[src/rtl/nkmd_prog_pkg.sv]
// nkmd program loader: shared types and constants.
// Optional checksum check is enabled by NKMD_PROG_LOADER_CKSUM_EN.
package nkmd_prog_pkg;

  localparam logic [7:0] MAGIC_DEF = 8'hA5;
  localparam int LEN_W = 16;

  typedef enum logic [2:0] {
    S_IDLE,
    S_LEN_HI,
    S_LEN_LO,
    S_DATA,
    S_WRITE,
    S_CKSUM,
    S_DONE,
    S_ERR
  } state_t;

endpackage

[src/rtl/nkmd_prog_if.sv]
// Byte stream from the host link into the nkmd program loader.
// Valid/ready handshake, one byte per accepted cycle.
interface nkmd_prog_if;
  logic [7:0] rx_data_i;
  logic       rx_valid_i;
  logic       rx_ready_o;

  modport master (
    output rx_data_i,
    output rx_valid_i,
    input  rx_ready_o
  );

  modport slave (
    input  rx_data_i,
    input  rx_valid_i,
    output rx_ready_o
  );
endinterface

[src/rtl/nkmd_prog_wordasm.sv]
// 8->32 big-endian word assembler with byte counter.
// word_o is the full word on the cycle the 4th byte is shifted.
module nkmd_prog_wordasm (
  input  logic        clk,
  input  logic        rst_n,
  input  logic        clr,
  input  logic        shift_en,
  input  logic [7:0]  din,
  output logic [31:0] word_o,
  output logic        word_done_o
);

  logic [23:0] sr;
  logic [1:0]  cnt;

  always_ff @(posedge clk or negedge rst_n) begin
    if (!rst_n) begin
      sr  <= '0;
      cnt <= '0;
    end else if (clr) begin
      cnt <= '0;
    end else if (shift_en) begin
      sr  <= {sr[15:0], din};
      cnt <= cnt + 2'd1;
    end
  end

  assign word_o      = {sr, din};
  assign word_done_o = shift_en && (cnt == 2'd3);

endmodule

[src/rtl/nkmd_prog_loader.sv]
// nkmd program RAM loader: framed byte stream -> word writes.
// Build with NKMD_PROG_LOADER_CKSUM_EN to verify the frame checksum.
module nkmd_prog_loader
  import nkmd_prog_pkg::*;
#(
  parameter int         WIDTH = 1024,
  parameter logic [7:0] MAGIC = MAGIC_DEF
) (
  input  logic        clk,
  input  logic        rst_n,
  nkmd_prog_if.slave  rx,
  output logic [31:0] prog_addr_o,
  output logic [31:0] prog_data_o,
  output logic        prog_ack_o,
  output logic        cpu_hold_o,
  output logic        done_o,
  output logic        err_o
);

  state_t state, nxt;

  logic [7:0]       len_hi;
  logic [LEN_W-1:0] n_len;
  logic [LEN_W-1:0] widx;
  logic [LEN_W:0]   widx_nx;
  logic [LEN_W-1:0] len_now;
  logic             accept;
  logic             is_magic;
  logic             last_word;
  logic             cks_ok;
  logic [31:0]      word;
  logic             word_done;

  assign rx.rx_ready_o = !(state inside {S_WRITE, S_DONE, S_ERR});
  assign accept    = rx.rx_valid_i && rx.rx_ready_o;
  assign is_magic  = accept && (state == S_IDLE) && (rx.rx_data_i == MAGIC);
  assign len_now   = {len_hi, rx.rx_data_i};
  assign widx_nx   = {1'b0, widx} + 1'b1;
  assign last_word = (widx_nx == {1'b0, n_len});

  nkmd_prog_wordasm u_asm (
    .clk         (clk),
    .rst_n       (rst_n),
    .clr         (state == S_LEN_LO),
    .shift_en    (accept && (state == S_DATA)),
    .din         (rx.rx_data_i),
    .word_o      (word),
    .word_done_o (word_done)
  );

`ifdef NKMD_PROG_LOADER_CKSUM_EN
  logic [7:0] sum;

  // Running sum of length and data; the trailer must bring it to zero.
  always_ff @(posedge clk or negedge rst_n) begin
    if (!rst_n) begin
      sum <= '0;
    end else if (is_magic) begin
      sum <= '0;
    end else if (accept &&
                 (state inside {S_LEN_HI, S_LEN_LO, S_DATA})) begin
      sum <= sum + rx.rx_data_i;
    end
  end

  assign cks_ok = ((sum + rx.rx_data_i) == 8'h00);
`else
  assign cks_ok = 1'b1;
`endif

  always_ff @(posedge clk or negedge rst_n) begin
    if (!rst_n) state <= S_IDLE;
    else        state <= nxt;
  end

  always_comb begin
    nxt = state;
    unique case (state)
      S_IDLE:   if (is_magic) nxt = S_LEN_HI;
      S_LEN_HI: if (accept) nxt = S_LEN_LO;
      S_LEN_LO: begin
        if (accept) begin
          if (len_now == '0)
            nxt = S_CKSUM;
          else if ({1'b0, len_now} > (LEN_W+1)'(WIDTH))
            nxt = S_ERR;
          else
            nxt = S_DATA;
        end
      end
      S_DATA:   if (word_done) nxt = S_WRITE;
      S_WRITE:  nxt = last_word ? S_CKSUM : S_DATA;
      S_CKSUM:  if (accept) nxt = cks_ok ? S_DONE : S_ERR;
      S_DONE:   nxt = S_IDLE;
      S_ERR:    nxt = S_IDLE;
      default:  nxt = S_IDLE;
    endcase
  end

  always_ff @(posedge clk or negedge rst_n) begin
    if (!rst_n) begin
      len_hi      <= '0;
      n_len       <= '0;
      widx        <= '0;
      prog_addr_o <= '0;
      prog_data_o <= '0;
      err_o       <= 1'b0;
    end else begin
      if (accept && (state == S_LEN_HI))
        len_hi <= rx.rx_data_i;
      if (accept && (state == S_LEN_LO)) begin
        n_len <= len_now;
        widx  <= '0;
      end
      // Address/data are staged so they are stable during the strobe.
      if (word_done) begin
        prog_data_o <= word;
        prog_addr_o <= {{(32-LEN_W){1'b0}}, widx};
      end
      if (state == S_WRITE)
        widx <= widx_nx[LEN_W-1:0];
      if (is_magic)
        err_o <= 1'b0;
      else if (nxt == S_ERR)
        err_o <= 1'b1;
    end
  end

  assign prog_ack_o = (state == S_WRITE);
  assign done_o     = (state == S_DONE);
  assign cpu_hold_o = state inside {S_LEN_HI, S_LEN_LO, S_DATA,
                                    S_WRITE, S_CKSUM};

endmodule

[src/flat_wrapper.sv]
// flat-port wrapper written by rule: the top's interface ports become plain ports
module nkmd_prog_loader_flat import nkmd_prog_pkg::*;
#(
  parameter int         WIDTH = 1024,
  parameter logic [7:0] MAGIC = MAGIC_DEF
)
  (clk, rst_n, prog_addr_o, prog_data_o, prog_ack_o, cpu_hold_o, done_o, err_o, rx_rx_data_i, rx_rx_valid_i, rx_rx_ready_o);
  nkmd_prog_if rx_i ();
  input  logic clk;
  input  logic rst_n;
  output logic [31:0] prog_addr_o;
  output logic [31:0] prog_data_o;
  output logic prog_ack_o;
  output logic cpu_hold_o;
  output logic done_o;
  output logic err_o;
  input wire logic [$bits(rx_i.rx_data_i)-1:0] rx_rx_data_i;
  input wire logic [$bits(rx_i.rx_valid_i)-1:0] rx_rx_valid_i;
  output wire logic [$bits(rx_i.rx_ready_o)-1:0] rx_rx_ready_o;
  assign rx_i.rx_data_i = rx_rx_data_i;
  assign rx_i.rx_valid_i = rx_rx_valid_i;
  assign rx_rx_ready_o = rx_i.rx_ready_o;
  nkmd_prog_loader #(.WIDTH(WIDTH), .MAGIC(MAGIC)) u_core (.clk(clk), .rst_n(rst_n), .rx(rx_i), .prog_addr_o(prog_addr_o), .prog_data_o(prog_data_o), .prog_ack_o(prog_ack_o), .cpu_hold_o(cpu_hold_o), .done_o(done_o), .err_o(err_o));
endmodule
[config.mk]
export PLATFORM = sky130hd
export DESIGN_NAME = nkmd_prog_loader_flat
export DESIGN_NICKNAME = d
export VERILOG_FILES = /design/src/rtl/nkmd_prog_pkg.sv /design/src/rtl/nkmd_prog_if.sv /design/src/rtl/nkmd_prog_wordasm.sv /design/src/rtl/nkmd_prog_loader.sv /design/src/flat_wrapper.sv
export SDC_FILE = /design/constraint.sdc
export NUM_CORES = 1
export LEC_CHECK = 0
export ABC_AREA = 1
export CAP_MARGIN = 20
export CORE_ASPECT_RATIO = 0.6
export CORE_UTILIZATION = 50
export CTS_CLUSTER_DIAMETER = 80
export CTS_CLUSTER_SIZE = 16
export DETAILED_ROUTE_END_ITERATION = 12
export PLACE_DENSITY = 0.84
export SLEW_MARGIN = 20
export SYNTH_ARGS = -nofsm -noshare
export SYNTH_HDL_FRONTEND = slang
export SYNTH_HIERARCHICAL = 1
export SYNTH_SLANG_ARGS = --single-unit
[constraint.sdc]
create_clock -name clk -period 2.65 [get_ports clk]
set_input_delay 0.53 -clock clk [delete_from_list [all_inputs] [get_ports clk]]
set_output_delay 0.53 -clock clk [all_outputs]
set_load 0.03 [all_outputs]
## After elaboration in Yosys (flattened, before gate mapping)

Cells that the tools add are included.

| storage, ports and cells | value |
|---|---|
| memory bits (read-only) | 0 |
| bits of input ports | 11 |
| word-level logic and storage cells | 56 |
| memories kept | 0 |
| memory bits (writable) | 0 |
| output and inout port bits | 69 |
| latch bits | 0 |
| register bits | 118 |

| cells by class | value |
|---|---|
| divide/modulo/power cells | 0 |
| add/subtract/negate cells | 2 |
| shift operators | 0 |
| multipliers | 0 |
| equal/unequal tests | 11 |
| multiplexer cells | 15 |
| bitwise operators | 1 |
| reductions and logical operators | 17 |
| $lt $le $gt $ge | 1 |

Operators with widths:

| operator | number |
|---|---|
| $mux W16 | 2 |
| $mux W3 | 8 |
| $pmux W3 S7 | 1 |
| $add A16 B1 Y17 const B | 1 |
| $eq A17 B16 Y1 | 1 |
| $gt A16 B11 Y1 const B | 1 |
| $logic_not A16 Y1 | 1 |
| $eq A3 B3 Y1 const B | 5 |
| $eq A8 B8 Y1 const B | 1 |
| $logic_and A1 B1 Y1 | 7 |
| $eq A3 B2 Y1 const B | 2 |
| $reduce_bool A2 Y1 | 3 |
| $reduce_bool A5 Y1 | 1 |
| $mux W2 | 2 |
| $eq A3 B1 Y1 const B | 1 |
| $logic_not A3 Y1 | 1 |
| $reduce_bool A3 Y1 | 1 |
| $add A2 B1 Y2 const B | 1 |
| $eq A2 B2 Y1 const B | 1 |
| $mux W1 | 2 |
| $reduce_and A2 Y1 | 1 |
| $reduce_or A2 Y1 | 1 |
| $logic_not A1 Y1 | 1 |
| $not A1 Y1 | 1 |

## Longest topological paths before layout

Gate-level depths: netlist (run 1).

| depth | value |
|---|---|
| depth in word-level cells | 11 |
| depth in mapped cells | 16 |
| mapped depth without buffers | 16 |

## By module

Netlist (run 1), hierarchy kept.

By module, submodules not included:

| module | area an instance (um^2) | instances | cells an instance | sequential area each (um^2) |
|---|---|---|---|---|
| nkmd_prog_loader | 4413.0 | 1 | 503 | 2302.2 |
| nkmd_prog_wordasm | 1128.6 | 1 | 126 | 650.6 |

## Least setup slack after synthesis (run 1)

OpenSTA, ideal clock, no wires.

| timing path | value |
|---|---|
| path type | reg2reg |
| start | reg u_core.state[2] |
| end | reg u_core.prog_addr_o[0] |
| arrival time | 2.227 ns |
| setup slack | 0.291 ns |
| buffers on the path | 5 |
| setup time | 0.133 ns |
| clock period less this slack | 2.359 ns |
| stages on the path, launching flop included | 12 |
| data required time | 2.517 ns |
| cell sequence | dfrtp_1 -> nor2_1 -> nand2_1 -> nor2_1 -> buf_4 -> buf_6 -> nand2_1 -> inv_1 -> clkbuf_1 -> clkbuf_1 -> clkbuf_1 -> a21oi_1 |

| between the ends | value |
|---|---|
| word-level cells in the longest chain between the ends | 6 |
| elaborated cells on any way between the ends | 9 |
| classes of those cells | 4 x eq/ne; 5 x reduce/logical |

Ends and longest elaborated chain:

| what | RTL line | source |
|---|---|---|
| start, declared | nkmd_prog_loader.sv:20 | `state_t state, nxt;` |
| start signal, assigned | nkmd_prog_loader.sv:73 | `else state <= nxt;` |
| $eq A3 B3 Y1 | nkmd_prog_loader.sv:34 | `assign rx.rx_ready_o = !(state inside {S_WRITE, S_DONE, S_ERR});` |
| $reduce_bool A3 Y1 | nkmd_prog_loader.sv:34 |  |
| $logic_not A1 Y1 | nkmd_prog_loader.sv:34 |  |
| $logic_and A1 B1 Y1 | nkmd_prog_loader.sv:35 | `assign accept = rx.rx_valid_i && rx.rx_ready_o;` |
| $logic_and A1 B1 Y1 (*) | nkmd_prog_loader.sv:45 | `.shift_en (accept && (state == S_DATA)),` |
| $logic_and A1 B1 Y1 (*) | nkmd_prog_wordasm.sv:29 | `assign word_done_o = shift_en && (cnt == 2'd3);` |
| via u_core.word_done | nkmd_prog_loader.sv:32 | `logic word_done;` |
| end signal, assigned | nkmd_prog_loader.sv:118 | `prog_addr_o <= {{(32-LEN_W){1'b0}}, widx};` |
| end, declared | nkmd_prog_loader.sv:12 | `output logic [31:0] prog_addr_o,` |

The timed path passes the listed nets; every way through them passes the cells marked *.
A chain may end at the register's enable or synchronous reset.

## Worst setup path after layout (run 1)

| timing path | value |
|---|---|
| start | reg u_core.state[1] |
| end | out prog_ack_o |

| between the ends | value |
|---|---|
| word-level cells in the longest chain between the ends | 1 |

Ends and longest elaborated chain:

| what | RTL line | source |
|---|---|---|
| $eq A3 B3 Y1 | nkmd_prog_loader.sv:129 | `assign prog_ack_o = (state == S_WRITE);` |
| end, declared | flat_wrapper.sv:13 | `output logic prog_ack_o;` |

No other way between the ends.

==> results.json, run 1 <==
{
  "synth_edf_count": 0,
  "drive_above_1_share_pct": 13.60,
  "max_freq_ghz": 0.4031,
  "relSlewSlack_pct": 64.29,
  "grt_pass1_wl_um": 23910,
  "m1WireLength_um": 6221,
  "cts-resized-gates": 2,
  "vias": 4804,
  "power_w": 0.007091,
  "clock_sinks": 118,
  "clk_pin_slew_ns": 0.05,
  "maxCapViolations": 0,
  "path_class": "reg -> out",
  "dp_hpwl_um": 9752,
  "wl_um": 14700,
  "r2r_end": "u_core/err_o$_DFFE_PN0P_",
  "worstPathRequired_ns": 2.12,
  "avgViaCountPerCell": 5.685,
  "ys_types": 32,
  "grt_usage_pct": 27.62,
  "grt.overflow.total": 0,
  "postCtsSetupBuffers": 0,
  "numCtsBuffers": 17,
  "synth_area_leaders": "dfrtp_1 (53%), nand2_1 (12%), mux2_2 (6.5%)",
  "hp-class": "in -> async",
  "grt_max_degree": 47,
  "rsz0062_at_grt": "no",
  "wl_met3_um": 1575,
  "synthCells": 629,
  "nFillCells": 800,
  "worstPathMaxFanout": 4,
  "gp_congestion": 0.9613,
  "avgRoutedWirePerCell_um": 17.39,
  "reg2reg_depth": 14,
  "die_h_um": 83.55,
  "crit_path_start_kind": "flip-flop",
  "final-hold-violation-count": 0,
  "synth.most_common_cell": "nand2_1",
  "syn-cell-area_mm2": 0.005542,
  "antenna_found_initial": 1,
  "clock_path_buffers": 2,
  "antenna-diode-count": 0,
  "synthFlopType": "dfrtp_1",
  "yosys.area.top_type_share_pct": 53.29,
  "timing.final.crit_share_pct": 93.62,
  "p_per_area_mw_per_mm2": 1027,
  "die_w_um": 137.9,
  "wl_met2_um": 6532,
  "fin_setup_tns_ns": 0,
  "ys_warn_count": 6,
  "clockRootBuffer": "clkbuf_16",
  "endpoint_kind": "primary output",
  "irDropWorstVdd_v": 0.0006368,
  "port_buffers": 63,
  "cts_htree_levels": 4,
  "drtIter0Drc": 618,
  "die-area_mm2": 0.01152,
  "outcome": "finished, final reports clean",
  "row_count": 29,
  "ys_seq_area_share_pct": 53.29,
  "cts_tree": "done",
  "finalCriticalPeriod_ns": 2.481,
  "synth_area_leader_cell": "dfrtp_1",
  "ff2ff_setup_slack_ns": 0.29,
  "async_reset_ff_share_pct": 100.0,
  "setup_viol": 0,
  "clock_latency_ns": 0.41,
  "highest_layer": "met4",
  "dr.pass1.iters": 6,
  "ios": 80,
  "leakage_nw": 3.384,
  "skew_ns": 0.005011,
  "area_growth_pct": 24.66,
  "coreArea_mm2": 0.01067,
  "syn_avg_cell_area_um2": 8.810,
  "slew_violations": 0,
  "synth_seq_cells": 118,
  "crit_arrival_ns": 1.95,
  "grt_pass1_vias": 4779,
  "nNetsFinal": 706,
  "ys_top_cells_by_count": "nand2_1 (174), dfrtp_1 (118), inv_1 (56), nor2_1 (52), nand3_1 (48)",
  "holdBufCountCts": 0,
  "initial_core_util_pct": 51.95,
  "drc": 0,
  "tightestPinTransition_ns": 0.5356,
  "postRouteAntennaNets": 0,
  "reg2reg_from": "u_core/widx[0]$_DFFE_PN0P_"
}
[worst max-delay path by stage]
| stage | from | end | slack [ns] | cells after the start |
|---|---|---|---|---|
| floorplan | u_core/state[2]$_DFF_PN0_ | u_core/prog_addr_o[0]$_DFFE_PN0P_ | 0.29 | 11 |
| global placement | u_core/state[0]$_DFF_PN0_ | prog_ack_o | 0.39 | 4 |
| global route | u_core/state[1]$_DFF_PN0_ | prog_ack_o | 0.08 | 4 |
| CTS | u_core/state[1]$_DFF_PN0_ | prog_ack_o | 0.20 | 4 |
| detailed placement | u_core/state[1]$_DFF_PN0_ | prog_ack_o | 0.33 | 4 |
| finish | u_core/state[1]$_DFF_PN0_ | prog_ack_o | 0.17 | 4 |
[report_power, final]
group          internal, W  leakage [nW]  switching [W]
sequential         0.00224          1.59       0.000407
clock              0.00184         0.332       0.000814
combinational     0.000571          1.47        0.00123
[worst max-delay path, stage by stage (launching register included)]
cell           delay (ns)
dfrtp_1              0.41
nor2_1               0.25
inv_1                0.09
nor2_1               0.34
dlygate4sd2_1        0.45
[placed cells by master (no fill, tap or decap), drive strengths merged]
master         netlist  final
clkinv               0      4
nor4                 1      1
nand3               50     50
nand3b               5      5
nand4                8      8
clkdlybuf4s50        0     60
clkinvlp             0      2
nand2              177    177
inv                 59     59
dfrtp              118    118
o22ai               11     11
xnor3                1      1
a31o                 1      1
buf                 32     11
xor2                 1      1
ha                   2      2
nor2                59     59
conb                 1     16
mux2                32     32
nor3                 4      4
a211oi               1      1
xnor2                1      1
clkbuf              11     20
a21oi               22     22
bufinv               0      6
dlygate4sd2          0      2
o21ai               32     32
[final cells by class]
type,instances,area (um2),share of cell area (%)
Clock buffer,20,466.7,6.756
Clock inverter,12,222.7,3.224
Inverter,59,221.5,3.206
Multi-Input combinational cell,424,2145,31.05
Sequential cell,118,2953,42.75
Tap cell,139,173.9,2.518
Timing Repair Buffer,73,725.7,10.51
[stage by stage]
stage / util [%] / instances / hold slack (ns) / instance area, um2 / setup WS, ns
6_report: 64.75 / 845 / 0.05655 / 6908 / 0.1690
5_1_grt: 64.75 / 845 / 0.08222 / 6908 / 0.08496
4_1_cts: 64.75 / 845 / 0.06568 / 6908 / 0.1957
3_5_place_dp: 58.32 / 813 / 0.4555 / 6221 / 0.3349
3_3_place_gp: 58.32 / 813 / 0.4527 / 6221 / 0.3857
2_1_floorplan: - / 644 / 0.2344 / 5598 / 0.2907
[flip-flops by register name (all words and copies together), names as in the netlist]
| signal | flops |
|---|---|
| u_core/prog_data_o | 32 |
| u_core/u_asm/sr | 24 |
| u_core/n_len | 16 |
| u_core/prog_addr_o | 16 |
| u_core/widx | 16 |
| u_core/len_hi | 8 |
| u_core/state | 3 |
| u_core/u_asm/cnt | 2 |
| u_core/err_o | 1 |
[layer usage]
metal / global-route usage (%) / up-vias
li1: - / 2134
met1: 38.95 / 2312
met5: 0 / -
met4: 10.47 / 0
met2: 39.50 / 305
met3: 8.865 / 53
[cell families after synthesis]
logic type / share of synthesized area, %
and+or+nand+nor: 23.28
muxes: 6.503
AOI/OAI and AO/OA: 6.616
other: 0.06767
buffers and inverters: 9.076
xor gates and xnor gates: 0.7225
adders and majority gates: 0.4515
DFF: 53.29
No activity file was read; power rests on OpenSTA's default activity.
==> inputs of run 2 (changes only) <==
--- a/config.mk
+++ b/config.mk
@@ -8,6 +8,7 @@
 export ABC_AREA = 1
 export CAP_MARGIN = 20
 export CORE_ASPECT_RATIO = 0.6
+export CORE_MARGIN = 2
 export CORE_UTILIZATION = 50
 export CTS_CLUSTER_DIAMETER = 80
 export CTS_CLUSTER_SIZE = 16
==> run 2 against run 1 <==
Net effect:
- core utilization fell by 0.87 points
- critical path depth rose by 1
- sequential power barely moved
- die area rose by 3.9%
- sequential share of layout area rose by 0.58 points
- cell count rose by 0.36%
- critical path type unchanged
- largest cell class unchanged
- highest routed layer unchanged
==> results.json, run 2 (synthesis gave the netlist of run 1 again) <==
{
  "outcome": "finished, final reports clean",
  "place_ws_ns": 0.3700,
  "reg2reg_depth": 13,
  "coreArea_mm2": 0.01067,
  "irDropWorstVdd_v": 0.0005526,
  "dr.pass1.iters": 8,
  "fin_setup_tns_ns": 0,
  "setup_slack_ns": 0.09602,
  "drtIter0Drc": 854,
  "final-hold-violation-count": 0,
  "vias": 4701,
  "dp_hpwl_um": 9962,
  "setup_viol": 0,
  "clock_latency_ns": 0.41,
  "final_common_cell": "nand2_1",
  "drc": 0,
  "finalCriticalPeriod_ns": 2.554,
  "clockRootBuffer": "clkbuf_16",
  "antenna_found_initial": 0,
  "postRouteAntennaNets": 0,
  "clk_pin_slew_ns": 0.06,
  "cts_htree_levels": 4,
  "gp_congestion": 0.9224,
  "avgRoutedWirePerCell_um": 16.93,
  "switching_share_pct": 37.17,
  "avgViaCountPerCell": 5.544,
  "die-area_mm2": 0.01197,
  "clock_sinks": 118,
  "holdBufCountCts": 0,
  "relSlewSlack_pct": 55.30,
  "slew_violations": 0,
  "grt_pass1_vias": 4538,
  "tightestPinTransition_ns": 0.6705,
  "endpoint_kind": "primary output",
  "worstPathMaxFanout": 4,
  "p_per_area_mw_per_mm2": 978.4,
  "dpl_cell_area_mm2": 0.006243,
  "timing.final.crit_share_pct": 96.38,
  "clockPowerShare_pct": 32.7,
  "wl_um": 14360,
  "leakage_nw": 3.332,
  "drive_above_1_share_pct": 14.10,
  "die_h_um": 85.55,
  "skew_ns": 0.007751,
  "die_w_um": 139.9,
  "grt.overflow.total": 0,
  "numCtsBuffers": 17,
  "grt_usage_pct": 25.16,
  "worstPathRequired_ns": 2.12,
  "crit_arrival_ns": 2.02,
  "nNetsFinal": 709,
  "initial_core_util_pct": 51.95,
  "ios": 80,
  "mostFrequentLayoutCells": "nand2_1 (174), dfrtp_1 (118), clkdlybuf4s50_1 (61), inv_1 (55), nor2_1 (50)",
  "row_count": 29,
  "switchingPower_w": 0.002479,
  "area_growth_pct": 22.98,
  "clock_path_buffers": 2,
  "fin_util_pct": 63.89,
  "power_frac_comb_pct": 27.5,
  "maxCapViolations": 0,
  "internal_power_w": 0.004190,
  "critPathLaunch": "u_core/state[1]$_DFF_PN0_",
  "port_buffers": 63,
  "reg2reg_from": "u_core/widx[0]$_DFFE_PN0P_",
  "regMostFlops": "u_core/prog_data_o",
  "top_regs": "u_core/prog_data_o: 32 flops, u_core/u_asm/sr: 24 flops",
  "hp-class": "in -> async",
  "fin_area_mm2": 0.006815,
  "hold_slack_ns": 0.1455,
  "power_frac_seq_pct": 39.8,
  "max_freq_ghz": 0.3915,
  "antenna-diode-count": 0,
  "crit_path_start_kind": "flip-flop",
  "cts_tree": "done",
  "path_class": "reg -> out",
  "grt_pass1_wl_um": 23250,
  "largest_reg_flops": 32,
  "grt_max_degree": 51
}
run 2: cell count changes in the layout (fill, tap and decap cells not counted):
cell | previous run | this run
buf_4 | 9 | 12
bufinv_16 | 6 | 1
clkdlybuf4s50_1 | 60 | 61
clkinv_2 | 2 | 4
clkinv_4 | 2 | 1
clkinvlp_4 | 2 | 6
dlygate4sd2_1 | 2 | 1
nor2_1 | 51 | 50
nor2_2 | 7 | 8
run 2: repair_timing:
item,4_1_cts,5_1_grt
cloned,0,0
gates resized for setup,1,1
endpoints found under the hold margin,0,0
setup buffers,0,0
setup endpoints to repair,1,1
run 2: routing by layer:
metal | vias up | routed length (um) | GRT usage (%)
li1 | 2140 | - | -
met1 | 2244 | 6208 | 35.63
met2 | 285 | 6151 | 35.83
met3 | 32 | 1797 | 10.39
met4 | 0 | 202 | 7.364
met5 | - | 0 | 0
run 2: final cells by class:
| type | count | area (um2) |
|---|---|---|
| Clock buffer | 20 | 466.7 |
| Clock inverter | 12 | 103.9 |
| Fill cell | 843 | 3852 |
| Inverter | 59 | 221.5 |
| Multi-Input combinational cell | 424 | 2147 |
| Sequential cell | 118 | 2953 |
| Tap cell | 139 | 173.9 |
| Timing Repair Buffer | 76 | 749.5 |
run 2: worst paths after layout:
check	end	slack [ns]
worst max register to register	u_core/err_o$_DFFE_PN0P_	0.25
worst max-delay path	cpu_hold_o	0.1
worst min register to register	u_core/u_asm/sr[19]$_DFFE_PN0P_	0.47
worst min-delay path	u_core/n_len[1]$_DFFE_PN0P_	0.15
max in group asynchronous	u_core/prog_data_o[27]$_DFFE_PN0P_	1.80
min in group clk	u_core/u_asm/sr[19]$_DFFE_PN0P_	0.47
run 2: power groups by stage:
| stage | registers, W | logic, W | clock network (W) |
|---|---|---|---|
| finish | 0.00265 | 0.00183 | 0.00218 |
| global route | 0.00269 | 0.00203 | 0.00231 |
| CTS | 0.00263 | 0.00179 | 0.00221 |
| detailed placement | 0.00265 | 0.00174 | 0 |
| global placement | 0.00261 | 0.00168 | 0 |
| floorplan | 0.00255 | 0.00125 | 0 |
run 2: critical path, cell delays in order (launching register included):
cell and delay (ns):
dfrtp_1 0.41, nor2_1 0.19, inv_1 0.09, nor2_2 0.20, a21oi_1 0.11, clkdlybuf4s50_1 0.61
run 2: metrics by stage:
stage,std cells,total power (W)
2_1_floorplan,644,0.003803
5_1_grt,848,0.007042
3_3_place_gp,816,0.004291
6_report,848,0.006668
4_1_cts,848,0.006622
3_5_place_dp,816,0.004391
==> inputs of run 3 (changes only) <==
==> constraint.sdc (replaced) <==
create_clock -name clk -period 3.2 [get_ports clk]
set_input_delay 0.64 -clock clk [delete_from_list [all_inputs] [get_ports clk]]
set_output_delay 0.64 -clock clk [all_outputs]
set_load 0.03 [all_outputs]
==> run 3 against run 2 <==
Net effect:
- count of clock-buffer cells in the layout grew 1
- via count shrank 2.1%
- clock power shrank 16%
- core utilization shrank 0.53 points
- critical path depth shrank 1
- first-iteration DRC count shrank 51%
- power shrank 18%
- setup slack gained 0.27 ns
- critical path type unchanged
- largest power group unchanged
==> results.json, run 3 (synthesis gave the netlist of run 1 again) <==
{
  "power_frac_comb_pct": 26.6,
  "avgViaCountPerCell": 5.476,
  "grt_pass1_wl_um": 21940,
  "coreArea_mm2": 0.01067,
  "clock_latency_ns": 0.41,
  "relSlewSlack_pct": 50.38,
  "antenna_found_initial": 0,
  "largest_reg_flops": 32,
  "area_growth_pct": 21.97,
  "grt_usage_pct": 23.49,
  "crit_path_start_kind": "flip-flop",
  "internal_power_w": 0.003523,
  "rsz0062_at_grt": "no",
  "finalCriticalPeriod_ns": 2.834,
  "regMostFlops": "u_core/prog_data_o",
  "drive_above_1_share_pct": 12.84,
  "port_buffers": 63,
  "dp_hpwl_um": 9396,
  "fin_area_mm2": 0.006759,
  "final-hold-violation-count": 0,
  "postCtsSetupBuffers": 0,
  "drtIter0Drc": 421,
  "worstPathMaxFanout": 5,
  "ff2ff_setup_slack_ns": 0.85,
  "grt.overflow.total": 0,
  "worstPathRequired_ns": 2.56,
  "crit_arrival_ns": 2.19,
  "die_h_um": 85.55,
  "avgRoutedWirePerCell_um": 15.95,
  "die-area_mm2": 0.01197,
  "gp_congestion": 0.9635,
  "clockPowerShare_pct": 33.7,
  "timing.final.crit_share_pct": 88.57,
  "max_freq_ghz": 0.3528,
  "switching_share_pct": 35.55,
  "mostFrequentLayoutCells": "nand2_1 (174), dfrtp_1 (118), clkdlybuf4s50_1 (62), inv_1 (55), nor2_1 (51)",
  "drc": 0,
  "slew_violations": 0,
  "setup_viol": 0,
  "antenna-diode-count": 0,
  "clockRootBuffer": "clkbuf_16",
  "tightestPinTransition_ns": 0.7443,
  "postRouteAntennaNets": 0,
  "irDropWorstVdd_v": 0.0004502,
  "clock_path_buffers": 2,
  "path_class": "reg -> out",
  "clk_pin_slew_ns": 0.05,
  "leakage_nw": 3.306,
  "dpl_cell_area_mm2": 0.006186,
  "row_count": 29,
  "power_frac_seq_pct": 39.7,
  "clock_sinks": 118,
  "hp-class": "in -> async",
  "outcome": "finished, final reports clean",
  "endpoint_kind": "primary output",
  "cts-resized-gates": 0,
  "place_ws_ns": 0.7670,
  "cts_htree_levels": 4,
  "wl_um": 13400,
  "skew_ns": 0.008688,
  "cts_tree": "done",
  "switchingPower_w": 0.001943,
  "setup_slack_ns": 0.3656,
  "initial_core_util_pct": 51.95,
  "maxCapViolations": 0,
  "holdBufCountCts": 0,
  "final_common_cell": "nand2_1",
  "grt_max_degree": 62,
  "fin_util_pct": 63.36,
  "dr.pass1.iters": 5,
  "numCtsBuffers": 17,
  "nNetsFinal": 703,
  "top_regs": "u_core/prog_data_o: 32 flops, u_core/u_asm/sr: 24 flops",
  "grt_pass1_vias": 4352,
  "power_w": 0.005466,
  "fin_setup_tns_ns": 0,
  "ios": 80,
  "die_w_um": 139.9,
  "p_per_area_mw_per_mm2": 808.7,
  "vias": 4600
}
==> run 3: area by class of cell <==
cell class / instances / area (um2)
fillers: 841 / 3909
flip-flops and latches: 118 / 2953
repair buffers: 70 / 693.2
well taps: 139 / 173.9
clock inverters: 9 / 102.6
inverters: 59 / 221.5
clock buffers: 21 / 470.5
multi-input cells: 424 / 2145
==> run 3: routing by layer <==
metal  global-route usage [%]  up-vias  part of all wire (%)
met1                    35.70     2246                    48
met3                    8.878       12                    10
met4                    6.182        0                  0.64
met2                    31.53      207                    42
met5                        0        -                     0
li1                         -     2135                     -
==> run 3: worst paths after layout <==
kind,start,end,cells past startpoint
setup reg to reg,u_core/widx[0]$_DFFE_PN0P_,u_core/err_o$_DFFE_PN0P_,15
setup / recovery,u_core/state[0]$_DFF_PN0_,prog_ack_o,4
hold / removal,rst_n,u_core/prog_addr_o[2]$_DFFE_PN0P_,1
max in group asynchronous,rst_n,u_core/prog_data_o[26]$_DFFE_PN0P_,2
min in group clk,u_core/u_asm/sr[17]$_DFFE_PN0P_,u_core/u_asm/sr[17]$_DFFE_PN0P_,2
hold reg to reg,u_core/u_asm/sr[17]$_DFFE_PN0P_,u_core/u_asm/sr[17]$_DFFE_PN0P_,2
==> run 3: per-stage QoR <==
step	std cells	hold WS [ns]
6_report	840	0.2802
3_3_place_gp	810	0.4533
2_1_floorplan	644	0.3444
3_5_place_dp	810	0.4545
5_1_grt	840	0.3459
4_1_cts	840	0.3188
==> run 3: power groups by stage <==
stage / logic [W] / clock network, W / registers [W]
6_report: 0.00145 / 0.00184 / 0.00217
5_1_grt: 0.00163 / 0.00194 / 0.00222
4_1_cts: 0.00144 / 0.00187 / 0.00216
3_5_place_dp: 0.00142 / 0 / 0.00218
3_3_place_gp: 0.00136 / 0 / 0.00216
2_1_floorplan: 0.00103 / 0 / 0.00212
==> run 3: critical path: stages, from the launching register on <==
cell and delay [ns]:
dfrtp_1 0.42, nor2_1 0.19, inv_1 0.08, nor2_1 0.34
clkdlybuf4s50_1 0.76
